<file path="config.mk">
export PLATFORM = sky130hd
export DESIGN_NAME = conv_addr_sequencer_flat
export DESIGN_NICKNAME = d
export VERILOG_FILES = /design/src/rtl/conv_addr_sequencer_if.sv /design/src/rtl/conv_addr_sequencer.sv /design/src/flat_wrapper.sv
export SDC_FILE = /design/constraint.sdc
export NUM_CORES = 1
export LEC_CHECK = 0
export ABC_AREA = 1
export ABC_CLOCK_PERIOD_IN_PS = 6500
export BUFFER_PORTS_ARGS = -buffer_cell sky130_fd_sc_hd__buf_2
export CELL_PAD_IN_SITES_DETAIL_PLACEMENT = 0
export CELL_PAD_IN_SITES_GLOBAL_PLACEMENT = 1
export CORE_ASPECT_RATIO = 0.7
export CORE_MARGIN = 2
export CORE_UTILIZATION = 47
export CTS_BUF_LIST = sky130_fd_sc_hd__clkbuf_4
export DETAILED_ROUTE_END_ITERATION = 8
export PLACE_DENSITY_LB_ADDON = 0.1
export SYNTH_ARGS = -nofsm -noshare
export SYNTH_HDL_FRONTEND = slang
export SYNTH_SLANG_ARGS = --single-unit
</file>
<file path="constraint.sdc">
create_clock -name clk -period 6.5 [get_ports clk]
set_clock_uncertainty 0.1 [all_clocks]
set_input_delay 1.3 -clock clk [delete_from_list [all_inputs] [get_ports clk]]
set_output_delay 1.3 -clock clk [all_outputs]
set_load 0.01 [all_outputs]
</file>
<file path="src/rtl/conv_addr_sequencer_if.sv">
// Handshake bundle between the conv address sequencer, its pixel source,
// the MAC stage and the 4-to-16 row decoder.
interface conv_addr_sequencer_if #(
  parameter int AW    = 4,
  parameter int WIN_W = 2
);
  logic             start_load;
  logic             start_conv;
  logic             pix_valid;
  logic             rd_ready;
  logic [AW-1:0]    addr;
  logic             wr_en;
  logic             rd_valid;
  logic             first_tap;
  logic             last_tap;
  logic [WIN_W-1:0] win_idx;
  logic             busy;
  logic             done;

  modport slave (
    input  start_load, start_conv, pix_valid, rd_ready,
    output addr, wr_en, rd_valid, first_tap, last_tap, win_idx, busy, done
  );

  modport master (
    output start_load, start_conv, pix_valid, rd_ready,
    input  addr, wr_en, rd_valid, first_tap, last_tap, win_idx, busy, done
  );
endinterface

</file>
<file path="src/rtl/conv_addr_sequencer.sv">
// Address sequencer for the pixel store: raster LOAD pass, then per-window,
// per-tap SCAN read addresses for a KxK convolution over an IMG_DIM image.
//
// state | meaning
// IDLE  | waiting for start_load / start_conv (LOAD wins a tie)
// LOAD  | writing pixels in raster order, one per pix_valid
// SCAN  | issuing tap addresses, advancing on rd_valid & rd_ready
// DONE  | one-cycle done pulse, then back to IDLE
module conv_addr_sequencer #(
  parameter int IMG_DIM = 4,
  parameter int K       = 3,
  parameter int AW      = 4
) (
  input  logic clk,
  input  logic rst,
  conv_addr_sequencer_if.slave bus
);

  localparam int NWIN  = IMG_DIM - K + 1;
  localparam int WIN_W = ((NWIN * NWIN) > 1) ? $clog2(NWIN * NWIN) : 1;

  localparam logic [AW-1:0] DIM_V  = AW'(IMG_DIM);
  localparam logic [AW-1:0] NWIN_V = AW'(NWIN);
  localparam logic [AW-1:0] WMAX   = AW'(IMG_DIM - K);
  localparam logic [AW-1:0] KMAX   = AW'(K - 1);
  localparam logic [AW-1:0] LAST_A = AW'(IMG_DIM * IMG_DIM - 1);
  localparam logic          K_ONE  = (K == 1);

  typedef enum logic [1:0] {
    IDLE = 2'd0,
    LOAD = 2'd1,
    SCAN = 2'd2,
    DONE = 2'd3
  } state_t;

  state_t           state_q;
  logic [AW-1:0]    addr_q;
  logic [AW-1:0]    wr_q, wc_q, kr_q, kc_q;
  logic [AW-1:0]    wr_d, wc_d, kr_d, kc_d;
  logic [AW-1:0]    scan_addr_d;
  logic [WIN_W-1:0] win_idx_q;
  logic             rd_valid_q, first_tap_q, last_tap_q, busy_q, done_q;
  logic             tap_last, win_last;

  // Next scan position: kc fastest, then kr, then wc, then wr.
  always_comb begin
    kc_d     = kc_q;
    kr_d     = kr_q;
    wc_d     = wc_q;
    wr_d     = wr_q;
    tap_last = (kr_q == KMAX) && (kc_q == KMAX);
    win_last = (wr_q == WMAX) && (wc_q == WMAX);
    if (kc_q != KMAX) begin
      kc_d = kc_q + AW'(1);
    end else begin
      kc_d = '0;
      if (kr_q != KMAX) begin
        kr_d = kr_q + AW'(1);
      end else begin
        kr_d = '0;
        if (wc_q != WMAX) begin
          wc_d = wc_q + AW'(1);
        end else begin
          wc_d = '0;
          wr_d = (wr_q != WMAX) ? wr_q + AW'(1) : '0;
        end
      end
    end
    scan_addr_d = (wr_d + kr_d) * DIM_V + (wc_d + kc_d);
  end

  always_ff @(posedge clk) begin
    if (rst) begin
      state_q     <= IDLE;
      addr_q      <= '0;
      wr_q        <= '0;
      wc_q        <= '0;
      kr_q        <= '0;
      kc_q        <= '0;
      win_idx_q   <= '0;
      rd_valid_q  <= 1'b0;
      first_tap_q <= 1'b0;
      last_tap_q  <= 1'b0;
      busy_q      <= 1'b0;
      done_q      <= 1'b0;
    end else begin
      case (state_q)
        IDLE: begin
          done_q <= 1'b0;
          if (bus.start_load) begin
            state_q <= LOAD;
            addr_q  <= '0;
            busy_q  <= 1'b1;
          end else if (bus.start_conv) begin
            state_q     <= SCAN;
            addr_q      <= '0;
            wr_q        <= '0;
            wc_q        <= '0;
            kr_q        <= '0;
            kc_q        <= '0;
            win_idx_q   <= '0;
            rd_valid_q  <= 1'b1;
            first_tap_q <= 1'b1;
            last_tap_q  <= K_ONE;
            busy_q      <= 1'b1;
          end
        end

        LOAD: begin
          if (bus.pix_valid) begin
            if (addr_q == LAST_A) begin
              state_q <= DONE;
              addr_q  <= '0;
              done_q  <= 1'b1;
            end else begin
              addr_q <= addr_q + AW'(1);
            end
          end
        end

        SCAN: begin
          if (bus.rd_ready) begin
            if (tap_last && win_last) begin
              state_q     <= DONE;
              addr_q      <= '0;
              wr_q        <= '0;
              wc_q        <= '0;
              kr_q        <= '0;
              kc_q        <= '0;
              win_idx_q   <= '0;
              rd_valid_q  <= 1'b0;
              first_tap_q <= 1'b0;
              last_tap_q  <= 1'b0;
              done_q      <= 1'b1;
            end else begin
              wr_q        <= wr_d;
              wc_q        <= wc_d;
              kr_q        <= kr_d;
              kc_q        <= kc_d;
              addr_q      <= scan_addr_d;
              win_idx_q   <= WIN_W'(wr_d * NWIN_V + wc_d);
              first_tap_q <= (kr_d == '0) && (kc_d == '0);
              last_tap_q  <= (kr_d == KMAX) && (kc_d == KMAX);
            end
          end
        end

        DONE: begin
          state_q <= IDLE;
          done_q  <= 1'b0;
          busy_q  <= 1'b0;
        end

        default: state_q <= IDLE;
      endcase
    end
  end

  // wr_en follows pix_valid combinationally so a write lands in the same cycle.
  assign bus.wr_en     = (state_q == LOAD) && bus.pix_valid;
  assign bus.addr      = addr_q;
  assign bus.rd_valid  = rd_valid_q;
  assign bus.first_tap = first_tap_q;
  assign bus.last_tap  = last_tap_q;
  assign bus.win_idx   = win_idx_q;
  assign bus.busy      = busy_q;
  assign bus.done      = done_q;

endmodule

</file>
<file path="src/flat_wrapper.sv">
// flat-port wrapper written by rule: the top's interface ports become plain ports
module conv_addr_sequencer_flat 
#(
  parameter int IMG_DIM = 4,
  parameter int K       = 3,
  parameter int AW      = 4
)
  (clk, rst, bus_start_load, bus_start_conv, bus_pix_valid, bus_rd_ready, bus_addr, bus_wr_en, bus_rd_valid, bus_first_tap, bus_last_tap, bus_win_idx, bus_busy, bus_done);
  conv_addr_sequencer_if #(.AW(AW), .WIN_W(2)) bus_i ();
  input  logic clk;
  input  logic rst;
  input wire logic [$bits(bus_i.start_load)-1:0] bus_start_load;
  input wire logic [$bits(bus_i.start_conv)-1:0] bus_start_conv;
  input wire logic [$bits(bus_i.pix_valid)-1:0] bus_pix_valid;
  input wire logic [$bits(bus_i.rd_ready)-1:0] bus_rd_ready;
  output wire logic [$bits(bus_i.addr)-1:0] bus_addr;
  output wire logic [$bits(bus_i.wr_en)-1:0] bus_wr_en;
  output wire logic [$bits(bus_i.rd_valid)-1:0] bus_rd_valid;
  output wire logic [$bits(bus_i.first_tap)-1:0] bus_first_tap;
  output wire logic [$bits(bus_i.last_tap)-1:0] bus_last_tap;
  output wire logic [$bits(bus_i.win_idx)-1:0] bus_win_idx;
  output wire logic [$bits(bus_i.busy)-1:0] bus_busy;
  output wire logic [$bits(bus_i.done)-1:0] bus_done;
  assign bus_i.start_load = bus_start_load;
  assign bus_i.start_conv = bus_start_conv;
  assign bus_i.pix_valid = bus_pix_valid;
  assign bus_i.rd_ready = bus_rd_ready;
  assign bus_addr = bus_i.addr;
  assign bus_wr_en = bus_i.wr_en;
  assign bus_rd_valid = bus_i.rd_valid;
  assign bus_first_tap = bus_i.first_tap;
  assign bus_last_tap = bus_i.last_tap;
  assign bus_win_idx = bus_i.win_idx;
  assign bus_busy = bus_i.busy;
  assign bus_done = bus_i.done;
  conv_addr_sequencer #(.IMG_DIM(IMG_DIM), .K(K), .AW(AW)) u_core (.clk(clk), .rst(rst), .bus(bus_i));
endmodule
</file>
## Word-level counts from Yosys, hierarchy flattened

Index checks and enable logic that the tools add are counted.

- $mul: 0
- Add/subtract/negate cells: 9
- Equal/unequal tests: 21
- Reduce and logical (&&, ||, !) cells: 19
- Shift-type cells: 0
- Div/mod/pow operators: 0
- $lt $le $gt $ge: 0
- Mux-type cells: 62
- Bitwise logic cells: 0

Operators with widths:

| kind | number |
|---|---|
| $mux W4 | 25 |
| $pmux W4 S2 | 4 |
| $add A4 B1 Y4 const B | 5 |
| $mux W2 | 10 |
| $eq A4 B2 Y1 const B | 4 |
| $mux W1 | 15 |
| $pmux W4 S3 | 1 |
| $reduce_and A4 Y1 | 3 |
| $reduce_and A5 Y1 | 2 |
| $add A4 B4 Y4 | 2 |
| $eq A4 B1 Y1 const B | 2 |
| $logic_not A4 Y1 | 2 |
| $ne A2 B2 Y1 const B | 4 |
| $ne A4 B1 Y1 const B | 2 |
| $ne A4 B2 Y1 const B | 2 |
| $pmux W1 S2 | 4 |
| $pmux W2 S4 | 1 |
| $logic_and A1 B1 Y1 | 6 |
| $add A2 B2 Y2 | 2 |
| $eq A2 B2 Y1 const B | 2 |
| $eq A4 B4 Y1 const B | 1 |
| $ne A2 B1 Y1 const B | 2 |
| $pmux W2 S2 | 1 |
| $reduce_bool A2 Y1 | 2 |
| 7 further kinds | 7 |

- Bits in latches: 0
- Input port bits: 6
- Memory bits (read-only): 0
- Memories kept: 0
- Logic and storage cells: 123
- Memory bits (writable): 0
- Output and inout port bits: 12
- Register bits: 29

## Depth between registers and ports, before layout

- Depth after elaboration: 10
- Gate-level depth with buffers: 24
- Gate-level depth less buffers: 24

## Worst setup path before layout

OpenSTA, ideal clock, no wires.

- Path kind: register -> register
- Start point: register u_core.kr_q[0]
- End point: register u_core.addr_q[3] (netlist: u_core.bus.addr[3])
- Library setup time: 0.066 ns
- Required time: 6.334 ns
- Path buffers: 0
- Arrival time: 3.288 ns
- Path slack: 3.046 ns
- Period minus slack after synthesis: 3.454 ns
- Cell stages (with the launch flop): 25
- Cells stage by stage: dfxtp_1 > inv_1 > ha_1 > nand2_2 > nor2_1 > nand2_1 > inv_2 > o21ai_1 > o21ai_1 > inv_1 > ha_1 > fa_1 > inv_1 > fa_1 > xnor2_1 > nand3b_1 > nand2_1 > nand2_1 > nand2_1 > nand2_1 > nand2_1 > nand2_1 > nand2_1 > nand2_1 > a21oi_2

- Word-level cells in the longest chain between the ends: 8
- Elaborated cells on any way between the ends: 17
- Those cells by class: add/sub: 4; eq/ne: 2; mux: 9; reduce/logical: 2

Ends and longest elaborated chain:

| element | line | RTL |
|---|---|---|
| from (decl) | conv_addr_sequencer.sv:38 | `logic [AW-1:0] wr_q, wc_q, kr_q, kc_q;` |
| from (signal assigned) | conv_addr_sequencer.sv:138 | `kr_q <= kr_d;` |
| $add A4 B1 Y4 / $ne A4 B2 Y1 (equally long branches) | conv_addr_sequencer.sv:58, conv_addr_sequencer.sv:57 |  |
| $mux W4 | conv_addr_sequencer.sv:57 | `if (kr_q != KMAX) begin` |
| $mux W4 | conv_addr_sequencer.sv:53 | `if (kc_q != KMAX) begin` |
| $add A2 B2 Y2 / $add A4 B4 Y4 (equally long branches) | conv_addr_sequencer.sv:69 | `scan_addr_d = (wr_d + kr_d) * DIM_V + (wc_d + kc_d);` |
| $add A4 B4 Y4 | conv_addr_sequencer.sv:69 |  |
| $mux W4 (*) | conv_addr_sequencer.sv:123 | `if (tap_last && win_last) begin` |
| $mux W4 (*) | conv_addr_sequencer.sv:122 | `if (bus.rd_ready) begin` |
| $pmux W4 S3 (*) | conv_addr_sequencer.sv:87 | `case (state_q)` |
| to (signal assigned) | conv_addr_sequencer.sv:116 | `addr_q <= addr_q + AW'(1);` |
| to (signal assigned) | conv_addr_sequencer.sv:140 | `addr_q <= scan_addr_d;` |
| to (decl) | conv_addr_sequencer.sv:37 | `logic [AW-1:0] addr_q;` |

Every way passes the cells marked *; elsewhere a longest branch is shown, timed or not. The select of a mux whose other input is x is not followed.
A chain may end at the register's enable or synchronous reset.

## Worst setup path after layout

Same ends and word-level chain as after synthesis.

==> impl_metrics.toml <==
[run_status]
outcome = "completed"

[clock_network]
cts_resized = 0
ctsHtreeMaxLevel = 1
cts-root-to-sink-buffers = 2
clock_transition_time_at_the_flip_flop_clock_pins_of_the_worst_setup_and_hold_paths_ns = 0.15
clock_tree.root_cell = "clkbuf_4"
cts_sinks = 28
cts_setup_buffers = 0
later_pin_clock_latency_in_the_skew_report_ns = 0.34
cts_inserted_buffers = 3
cts_hold_buf = 0
tritoncts = "yes"

[final_layout]
post_route_cells_drive_above_1_share_pct = 13.2
antenna-diode-count = 0
fin_nets = 335
synthToLayoutAreaGrowth_pct = 7.35
final_common_cell = "nand2_1"
mostFrequentLayoutCells = "nand2_1, inv_1, dfxtp_1, nor2_1, a21oi_1"

[power]
vdd_ir_drop_max_uv = 188
power.leakage_nw = 0.977
power_density_nw_per_um2 = 244

[place]
detailed_place_hpwl_mm = 3.63
gp_congestion = 0.869
number_of_port_buffers = 17
post-place-ws_ns = 2.78

[logic_synthesis]
sequential_share_of_the_synthesized_area_pct = 28.2
synth_adder_area_share_pct = 11.4
syn-mean-instance-area_um2 = 6.75
combinational_family_with_the_most_area_after_synthesis = "simple AND/OR/NAND/NOR gates"
synth_seq_cells = 28
synth_simple_gate_area_share_pct = 32.4
muxShareOfSynthArea_pct = 0
synth_xor_area_share_pct = 1.32
synth_area_um2 = 1990
synth-compound-area-share_pct = 17.0
synthesis.yosys.warnings = 0
synth_cells = 295
synthDistinctLibCells = 37
synth_nets = 318

[die]
standard_cell_row_count = 19
floorplan.io_pins = 18
initial_core_util_pct = 49.8
die_width_um = 81.8
die_h_um = 58.5
fp.dieArea_um2 = 4780
floorplan.core_area_um2 = 3990

[critical_path]
critical_path.startpoint = "u_core.kr_q[0]$_SDFFE_PP0P_"
cp.required_ns = 6.68
critPathBufInv = 4
setup.reg_to_reg.worst_slack_ns = 2.69
reg2reg_from = "u_core.kr_q[0]$_SDFFE_PP0P_"
cp_cell_sequence = "inv_1 -> ha_1 -> nand2_2 -> nor2_1 -> nand2_1 -> inv_2 -> o21ai_1 -> o21ai_1 -> inv_1 -> ha_1 -> fa_1 -> inv_1 -> fa_1 -> xnor2_1 -> nand3b_1 -> nand3_1 -> nand2_1 -> nand2_1 -> nand2_1 -> nand2_1 -> nand2_1 -> nand2_1 -> a21oi_2"
worst_path_most_repeated_cell = "nand2_1"
arr_time_crit_path_ns = 3.99
setup.worst_path.end_class = "flop"
cpPeakStageDelay_ns = 0.53
cp_top_family = "adder cells"
path_max_fanout = 6
reg2reg_to = "u_core.bus.addr[3]$_SDFFE_PP0P_"
crit_type = "reg2reg"
ff2ff_path_depth = 23
kind_of_start_point_of_the_critical_path = "flop"
timing.critical_path.slowest_stage_cell = "fa_1"

[hold_path]
holdCritPathClass = "reg2reg"
hold_end = "u_core.bus.last_tap$_SDFFE_PP0P_"
worst_hold_startpoint = "u_core.bus.last_tap$_SDFFE_PP0P_"
worst_hold_path.num_cells = 2

[global_routing]
grt_start_max_net_pins = 25
wire_length_of_the_first_global_routing_pass_mm = 7.96
groute.usage.overall_pct = 21.7
grt_pass1_vias = 1671
grt_antenna_before_repair = 0
grt.overflow.total = 0

[sta]
setup_repair_after_global_routing_missed_its_margin = "false"
setup-tns-final_ns = 0
post_route_minimum_period_ns = 3.81
report.final.slew_viol_count = 0
setup_viol_count_final = 0
worst-slew-pin-transition_ns = 0.482
setup_slack_after_layout_ns = 2.69
timing.fmax_mhz = 262
fin_crit_sh_pct = 58.6
slew_headroom_pct = 67.9
timing_hold_violations_final = 0

[run]
max_cap_viol_count = 0

[detailed_routing]
antenna_violating_nets_post_route = 0
num_vias = 1892
detail_route.vias_per_cell = 5.21
drtIter0Drc = 89
route.detailed.wl_per_inst_um = 13.0
remaining_drc_errors = 0
routed_wl_mm = 4.70
first_pass_iters = 4
-- cell families after synthesis --
kind of cell,count (synthesis)
XOR/XNOR,3
buffers and inverters,48
AND/OR/NAND/NOR,142
flip-flops,28
adder cells (fa/ha/maj),17
AO/OA/AOI/OAI,57
-- cell type report --
type / count / area, um^2
inverters: 43 / 161
fillers: 426 / 1860
well taps: 52 / 65.1
flip-flops and latches: 28 / 561
clock buffers: 3 / 22.5
repair buffers: 17 / 85.1
multi-input cells: 219 / 1240
clock inverters: 1 / 3.75
-- stage by stage --
step	total power [W]	area [um^2]	instances	utilization (%)	hold WS, ns
final	0.000522	2140	363	53.5	0.373
after global routing	0.000566	2140	363	53.5	0.403
after CTS	0.000523	2140	363	53.5	0.379
after detailed placement	0.000445	2110	359	52.9	0.358
after global placement	0.000448	2110	359	52.9	0.351
after floorplan	0.000378	1990	295	-	0.372
-- sequential cells by signal, indices dropped and copies added (netlist names), 2 cells and up --
name                flops
u_core.bus.addr         4
u_core.bus.win_idx      2
u_core.kc_q             4
u_core.kr_q             4
u_core.state_q          2
u_core.wc_q             3
u_core.wr_q             4
-- layer usage --
layer,part of all wire [%],global-route usage [%]
met1,56,34.7
met2,41,31.0
met3,3.5,4.14
met4,0.40,2.14
met5,0,0
-- where the power goes --
group          switching (W)  internal (W)  total [W]
sequential         0.0000132      0.000190   0.000204
clock              0.0000547     0.0000226  0.0000774
combinational       0.000171     0.0000701   0.000241
-- how the worst max path moves through the flow --
stage | endpoint | slack (ns) | cells past startpoint
after global routing | u_core.bus.addr[3]$_SDFFE_PP0P_ | 2.40 | 24
final | u_core.bus.addr[3]$_SDFFE_PP0P_ | 2.69 | 23
after detailed placement | u_core.bus.addr[3]$_SDFFE_PP0P_ | 2.78 | 24
after global placement | u_core.bus.addr[3]$_SDFFE_PP0P_ | 2.89 | 24
after floorplan | u_core.bus.addr[3]$_SDFFE_PP0P_ | 3.05 | 24
after CTS | u_core.bus.addr[3]$_SDFFE_PP0P_ | 2.72 | 24
-- synthesized netlist by cell type --
cell	instances	share of area, %
o31ai_1	1	0.38
o31ai_2	1	0.63
o21a_1	1	0.38
nor2_1	26	4.9
fa_1	2	2.0
nand4_1	4	1.3
nand3_2	2	1.0
dfxtp_1	28	28
a2bb2oi_1	2	0.88
a31oi_1	3	0.94
ha_1	15	9.4
a21oi_1	26	6.5
a21oi_4	1	0.82
a22o_1	1	0.44
inv_2	2	0.38
o22ai_1	2	0.63
nor2_4	4	2.3
nor2_2	1	0.31
xnor2_1	1	0.44
nor3_2	1	0.50
nor3_1	2	0.50
o211ai_1	1	0.38
and3_1	1	0.31
a21o_1	1	0.38
a221oi_1	1	0.44
buf_6	1	0.57
o21ai_0	12	3.0
buf_4	1	0.38
o21ai_1	3	0.75
inv_1	41	7.7
clkbuf_1	3	0.57
nand2_1	76	14
xor2_1	2	0.88
nand2_2	8	2.5
a21oi_2	1	0.44
nand3_1	15	3.8
nand3b_1	2	0.75
-- worst register-to-register path: cells and delay by family, from the launching register on --
family / cells / cell delay, ns
DFF: 1 / 0.37
AOI/OAI and AO/OA: 3 / 0.29
buffers and inverters: 4 / 0.38
xor gates and xnor gates: 1 / 0.18
adders and majority gates: 4 / 1.43
and+or+nand+nor: 11 / 1.03
(Power assumes the default switching activity.)
